**src/rtl/replace_ctrl_pkg.sv**
```systemverilog
// Shared types for the miss-replacement sequencer: FSM state encoding and
// the default bound on how long a miss access may defer to pipeline hits.
package replace_pkg;

    typedef enum logic [2:0] {
        IDLE,
        SELECT,
        WRITEBACK,
        REFILL,
        UPDATE
    } replace_state_t;

    localparam int STARVE_MAX_DEF = 4;

endpackage

```
**src/rtl/replace_ctrl_victim_select.sv**
```systemverilog
// Combinational victim chooser. With REPLACE_INVALID_FIRST_EN defined the
// lowest-numbered invalid way wins over the PLRU choice; otherwise PLRU always wins.
module victim_select #(
    parameter int SET_SIZE  = 4,
    parameter int WAY_WIDTH = $clog2(SET_SIZE)
) (
    input  logic [SET_SIZE-1:0]  i_way_valid,
    input  logic [WAY_WIDTH-1:0] i_lru_way,
    output logic [WAY_WIDTH-1:0] o_victim
);

`ifdef REPLACE_INVALID_FIRST_EN
    // Scan from the top down so the lowest invalid way is the last one written.
    always_comb begin
        o_victim = i_lru_way;
        for (int i = SET_SIZE - 1; i >= 0; i--) begin
            if (!i_way_valid[i]) o_victim = WAY_WIDTH'(i);
        end
    end
`else
    logic w_unused;
    assign w_unused = ^i_way_valid;
    assign o_victim = i_lru_way;
`endif

endmodule

```
**src/rtl/replace_ctrl.sv**
```systemverilog
// Miss-replacement sequencer: victim choice, writeback/refill handshakes, PLRU commit,
// and arbitration of the shared PLRU port (victim policy set by REPLACE_INVALID_FIRST_EN).
module replace_ctrl
    import replace_pkg::*;
#(
    parameter int SET_SIZE    = 4,
    parameter int GROUP_NUM   = 128,
    parameter int WAY_WIDTH   = $clog2(SET_SIZE),
    parameter int INDEX_WIDTH = $clog2(GROUP_NUM),
    parameter int STARVE_MAX  = STARVE_MAX_DEF
) (
    input  logic                   clk,
    input  logic                   reset,
    input  logic                   hit_valid,
    input  logic [INDEX_WIDTH-1:0] hit_index,
    input  logic [WAY_WIDTH-1:0]   hit_way,
    output logic                   hit_ready,
    input  logic                   miss_valid,
    input  logic [INDEX_WIDTH-1:0] miss_index,
    output logic                   miss_ready,
    output logic [INDEX_WIDTH-1:0] set_index,
    input  logic [SET_SIZE-1:0]    way_valid,
    input  logic [SET_SIZE-1:0]    way_dirty,
    input  logic [WAY_WIDTH-1:0]   lru_way,
    output logic                   plru_valid,
    output logic [INDEX_WIDTH-1:0] plru_index,
    output logic [WAY_WIDTH-1:0]   plru_ask_way,
    output logic                   wb_req,
    output logic [WAY_WIDTH-1:0]   wb_way,
    input  logic                   wb_ack,
    output logic                   refill_req,
    output logic [WAY_WIDTH-1:0]   refill_way,
    input  logic                   refill_done,
    output logic                   miss_done,
    output logic [WAY_WIDTH-1:0]   victim_way
);

    localparam int STARVE_W = (STARVE_MAX < 1) ? 1 : $clog2(STARVE_MAX + 1);

    replace_state_t         r_state;
    replace_state_t         w_next;
    logic [STARVE_W-1:0]    r_starve;
    logic [INDEX_WIDTH-1:0] r_set_index;
    logic [WAY_WIDTH-1:0]   r_victim;
    logic [WAY_WIDTH-1:0]   w_victim;
    logic                   w_port_state;
    logic                   w_owned;
    logic                   w_victim_dirty;

    victim_select #(
        .SET_SIZE  (SET_SIZE),
        .WAY_WIDTH (WAY_WIDTH)
    ) u_victim_select (
        .i_way_valid (way_valid),
        .i_lru_way   (lru_way),
        .o_victim    (w_victim)
    );

    // The miss path takes the PLRU port when no hit competes or it has waited long enough.
    assign w_port_state   = (r_state == SELECT) || (r_state == UPDATE);
    assign w_owned        = w_port_state && (!hit_valid || (r_starve == STARVE_W'(STARVE_MAX)));
    assign w_victim_dirty = way_valid[w_victim] && way_dirty[w_victim];

    always_ff @(posedge clk) begin
        if (reset) r_state <= IDLE;
        else       r_state <= w_next;
    end

    always_comb begin
        w_next = r_state;
        case (r_state)
            IDLE:      if (miss_valid)  w_next = SELECT;
            SELECT:    if (w_owned)     w_next = w_victim_dirty ? WRITEBACK : REFILL;
            WRITEBACK: if (wb_ack)      w_next = REFILL;
            REFILL:    if (refill_done) w_next = UPDATE;
            UPDATE:    if (w_owned)     w_next = IDLE;
            default:                    w_next = IDLE;
        endcase
    end

    always_ff @(posedge clk) begin
        if (reset) begin
            r_starve    <= '0;
            r_set_index <= '0;
            r_victim    <= '0;
        end else begin
            if (r_state == IDLE && miss_valid) r_set_index <= miss_index;
            if (r_state == SELECT && w_owned)  r_victim    <= w_victim;
            if (w_port_state && !w_owned) r_starve <= r_starve + 1'b1;
            else                          r_starve <= '0;
        end
    end

    always_comb begin
        hit_ready    = !w_owned;
        plru_valid   = hit_valid;
        plru_index   = hit_index;
        plru_ask_way = hit_way;
        miss_done    = 1'b0;
        if (w_owned) begin
            plru_index   = r_set_index;
            plru_ask_way = r_victim;
            plru_valid   = (r_state == UPDATE);
            miss_done    = (r_state == UPDATE);
        end
        miss_ready = (r_state == IDLE);
        wb_req     = (r_state == WRITEBACK);
        refill_req = (r_state == REFILL);
    end

    assign set_index  = r_set_index;
    assign wb_way     = r_victim;
    assign refill_way = r_victim;
    assign victim_way = r_victim;

endmodule

```
**config.mk**
```make
export PLATFORM = sky130hd
export DESIGN_NAME = replace_ctrl
export DESIGN_NICKNAME = d
export VERILOG_FILES = /design/src/rtl/replace_ctrl_pkg.sv /design/src/rtl/replace_ctrl_victim_select.sv /design/src/rtl/replace_ctrl.sv
export SDC_FILE = /design/constraint.sdc
export NUM_CORES = 1
export LEC_CHECK = 0
export CAP_MARGIN = 20
export CORE_MARGIN = 8
export CORE_UTILIZATION = 38
export DETAILED_ROUTE_END_ITERATION = 7
export HOLD_SLACK_MARGIN = 0.06
export PLACE_DENSITY = 0.92
export SLEW_MARGIN = 40
export SYNTH_ARGS = -nofsm -noshare
export SYNTH_HDL_FRONTEND = slang
export SYNTH_SLANG_ARGS = --single-unit
```
**constraint.sdc**
```tcl
create_clock -name clk -period 2.65 [get_ports clk]
set_input_delay 0.53 -clock clk [delete_from_list [all_inputs] [get_ports clk]]
set_output_delay 0.53 -clock clk [all_outputs]
set_load 0.1 [all_outputs]
```
==> results.yml, run 1 <==
synthesis:
  synth_enable_flop_cells: 0
  post_synthesis_net_count: 132
  synth_flop_cell: "dfxtp_1"
  register_area_share_after_synthesis: 0.3297
  syn_area_per_cell_um2: 9.295
  synth-async-reset-ratio: 0
  syn-instance-count: 98
  synthesized_cell_area_um2: 910.9
  synth.ff_latch_count: 15
  yosys.cell_types.count: 30
  synth_warnings: 0
die:
  floorplan.initialDensity: 0.4078
  chipWidth_um: 64.96
  floorplan.die.height_um: 64.96
  fp.dieArea_um2: 4220
  num_io_pins: 60
  placementRows: 17
  placeableCoreArea_um2: 2233
finish:
  layout_overhead_on_the_synthesized_area_pct: 82.28
  final_net_count: 191
  post_layout_nonfiller_instances: 184
  most_used_cells_in_the_layout_excluding_fill_and_tap_cells: "clkdlybuf4s50_1 (31), buf_4 (18), dfxtp_1 (15)"
  drive_above_1_share: 0.3269
  fill_cells: 146
  diodes: 0
  most_common_cell_after_layout_fill_and_taps_aside: "clkdlybuf4s50_1"
  final_std_cell_area_no_fill_um2: 1660
worst_setup_path:
  crit_type: "input pin to output pin"
  critical-path-max-stage-delay_ns: 0.45
  crit_fanout: 10
  data_required_critical_path_ns: 2.12
  crit_chain: "clkdlybuf4s50_1 -> a21boi_4 -> nor3_4 -> buf_12 -> mux2_2 -> buf_12"
  critical_path.most_common_cell: "buf_12"
  timing.critical_path.to_type: "output pin"
  crit_arrival_ns: 2.04
  critPathLaunchType: "input pin"
  critical-path-slowest-cell: "clkdlybuf4s50_1"
power_and_ir_drop:
  cellPowerDensity_nw_per_um2: 524.5
  fin_total_pwr_uw: 870.8
  peakVddDrop_mv: 0.3943
  leakage_nw: 0.6765
grt:
  global_route_wire_length_before_repair_mm: 4.795
  globalRouteOverflowTotal: 0
  grt_start_max_net_pins: 15
  antenna_found_initial: 0
  globalRouteTotalUtil: 0.1435
  first_global_vias: 1009
sta:
  holdWs_ns: 0.4575
  fin_worst_skew_ns: 0.003512
  max-slew-margin-rel: 0.5697
  finalSetupViolCount: 0
  timing.final.hold_violations: 0
  unrepaired_setup_endpoints_after_global_routing: "false"
  period_share: 0.9705
  worst_pin_slew_ns: 0.6395
  max_freq_mhz: 388.8
  drv_slew: 0
  period_needed_ns: 2.572
clock_tree:
  cts_max_level: 1
  worst_setup_hold_path_clk_slew_ns: 0.09
  clk_latency_ns: 0.28
  ctsLongestPathBuffers: 2
  root_buffer: "clkbuf_4"
  cts_post_setup_buffers_inserted: 0
  post_cts_resized: 0
  cts_sinks: 15
  cts_made_buffers: 3
  tritoncts: "done"
  hold_buffers: 0
detailed_routing:
  vias_per_cell: 5.163
  antenna_violating_nets_post_route: 0
  firstDrtPassIters: 4
  finalWirelength_mm: 3.170
  wire_per_inst_um: 17.23
  routed-via-count: 950
  final_routed_drc_violation_total: 0
  number_of_violations_reported_at_the_end_of_detailed_routing_iteration_0: 32
placed_design:
  gp_congestion: 0.8141
  dpl-instance-area_um2: 1634
  detailedPlacementHpwl_mm: 2.683
  post-place-cells: 180
  port_buffers: 59
status:
  outcome: "completed"
run:
  maxCapViolations: 0
hold_path:
  hold_path_class: "flop to flop"
==> worst paths after layout <==
kind / startpoint / to / slack [ns] / cells past startpoint
setup / recovery: hit_valid / plru_index[3] / 0.08 / 6
hold / removal: r_starve[0]$_SDFF_PP0_ / r_starve[0]$_SDFF_PP0_ / 0.46 / 1
setup reg to reg: r_state[0]$_SDFFE_PP0P_ / refill_way[1]$_SDFFE_PP0P_ / 0.96 / 3
hold reg to reg: r_starve[0]$_SDFF_PP0_ / r_starve[0]$_SDFF_PP0_ / 0.46 / 1
==> critical path, delay by kind of cell <==
kind / cells / cell delay [ns]
AOI/OAI and AO/OA: 1 / 0.17
muxes: 1 / 0.37
buffers and inverters: 3 / 0.77
and+or+nand+nor: 1 / 0.20
==> report_power, final <==
part           leakage, nW  internal [mW]  switching [mW]
combinational        0.539          0.172           0.310
sequential           0.123          0.239          0.0199
clock               0.0150         0.0583          0.0721
total                0.677          0.469           0.402
==> flip-flops by register name, indices dropped and copies added (netlist names) <==
register    count
set_index       7
r_starve        3
refill_way      2
r_state         3
==> routing by layer <==
layer  wire [um]  GRT usage  part of all wire  vias up
met5           0          0                 0        -
met4          84    0.08447             0.026        0
met3         166    0.02921             0.052        6
met2        1795     0.2857              0.57       37
met1        1123     0.1288              0.35      449
li1            -          -                 -      458
==> cell usage after synthesis (2+ instances only) <==
| cell | instances | area (um2) |
|---|---|---|
| nand2_1 | 2 | 7.510 |
| nor2_1 | 11 | 41.29 |
| nand3b_1 | 2 | 15.01 |
| nor4b_1 | 2 | 17.52 |
| xnor2_1 | 2 | 17.52 |
| dfxtp_1 | 15 | 300.3 |
| o21ai_0 | 3 | 15.01 |
| mux2i_1 | 9 | 90.09 |
| nor2b_1 | 2 | 12.51 |
| buf_4 | 4 | 30.03 |
| ha_1 | 2 | 25.02 |
| inv_1 | 6 | 22.52 |
| nand2b_1 | 4 | 25.02 |
| a21oi_1 | 4 | 20.02 |
| buf_2 | 3 | 15.01 |
| nor3_1 | 3 | 15.01 |
| mux2_2 | 10 | 112.6 |
| a311oi_1 | 2 | 17.52 |
==> area by class of cell <==
cell class	instances	area (um2)	area share
multi-input combinational	68	550.5	0.3316
timing repair buffer	63	725.7	0.4371
inverter	6	22.52	0.01356
clock buffer	4	26.28	0.01583
sequential	15	300.3	0.1809
tap	28	35.03	0.02110
==> per-stage QoR <==
step	util	setup TNS [ns]	setup WS, ns
floorplan	-	-0.2721	-0.2721
global route	0.7434	0	0.01557
finish	0.7434	0	0.07823
detailed placement	0.7317	0	0.08784
global placement	0.7317	0	0.1031
CTS	0.7434	0	0.08198
==> logic make-up after synthesis <==
family                     after synthesis  synth area share
AOI/OAI and AO/OA                       14            0.1113
muxes                                   19            0.2225
buffers and inverters                   15           0.09065
and+or+nand+nor                         31            0.1992
adders and majority gates                2           0.02747
DFF                                     15            0.3297
xor gates and xnor gates                 2           0.01923
Note: power is estimated with default switching activity, not from simulation.
==> inputs of run 2 (changes only) <==
--- a/config.mk
+++ b/config.mk
@@ -5,13 +5,12 @@
 export SDC_FILE = /design/constraint.sdc
 export NUM_CORES = 1
 export LEC_CHECK = 0
-export CAP_MARGIN = 20
 export CORE_MARGIN = 8
 export CORE_UTILIZATION = 38
 export DETAILED_ROUTE_END_ITERATION = 7
-export HOLD_SLACK_MARGIN = 0.06
+export HOLD_SLACK_MARGIN = 0.05
 export PLACE_DENSITY = 0.92
-export SLEW_MARGIN = 40
+export SLEW_MARGIN = 15
 export SYNTH_ARGS = -nofsm -noshare
 export SYNTH_HDL_FRONTEND = slang
 export SYNTH_SLANG_ARGS = --single-unit
==> results of run 2 <==
Final layout, timing and power as in run 1 (identical DEF).
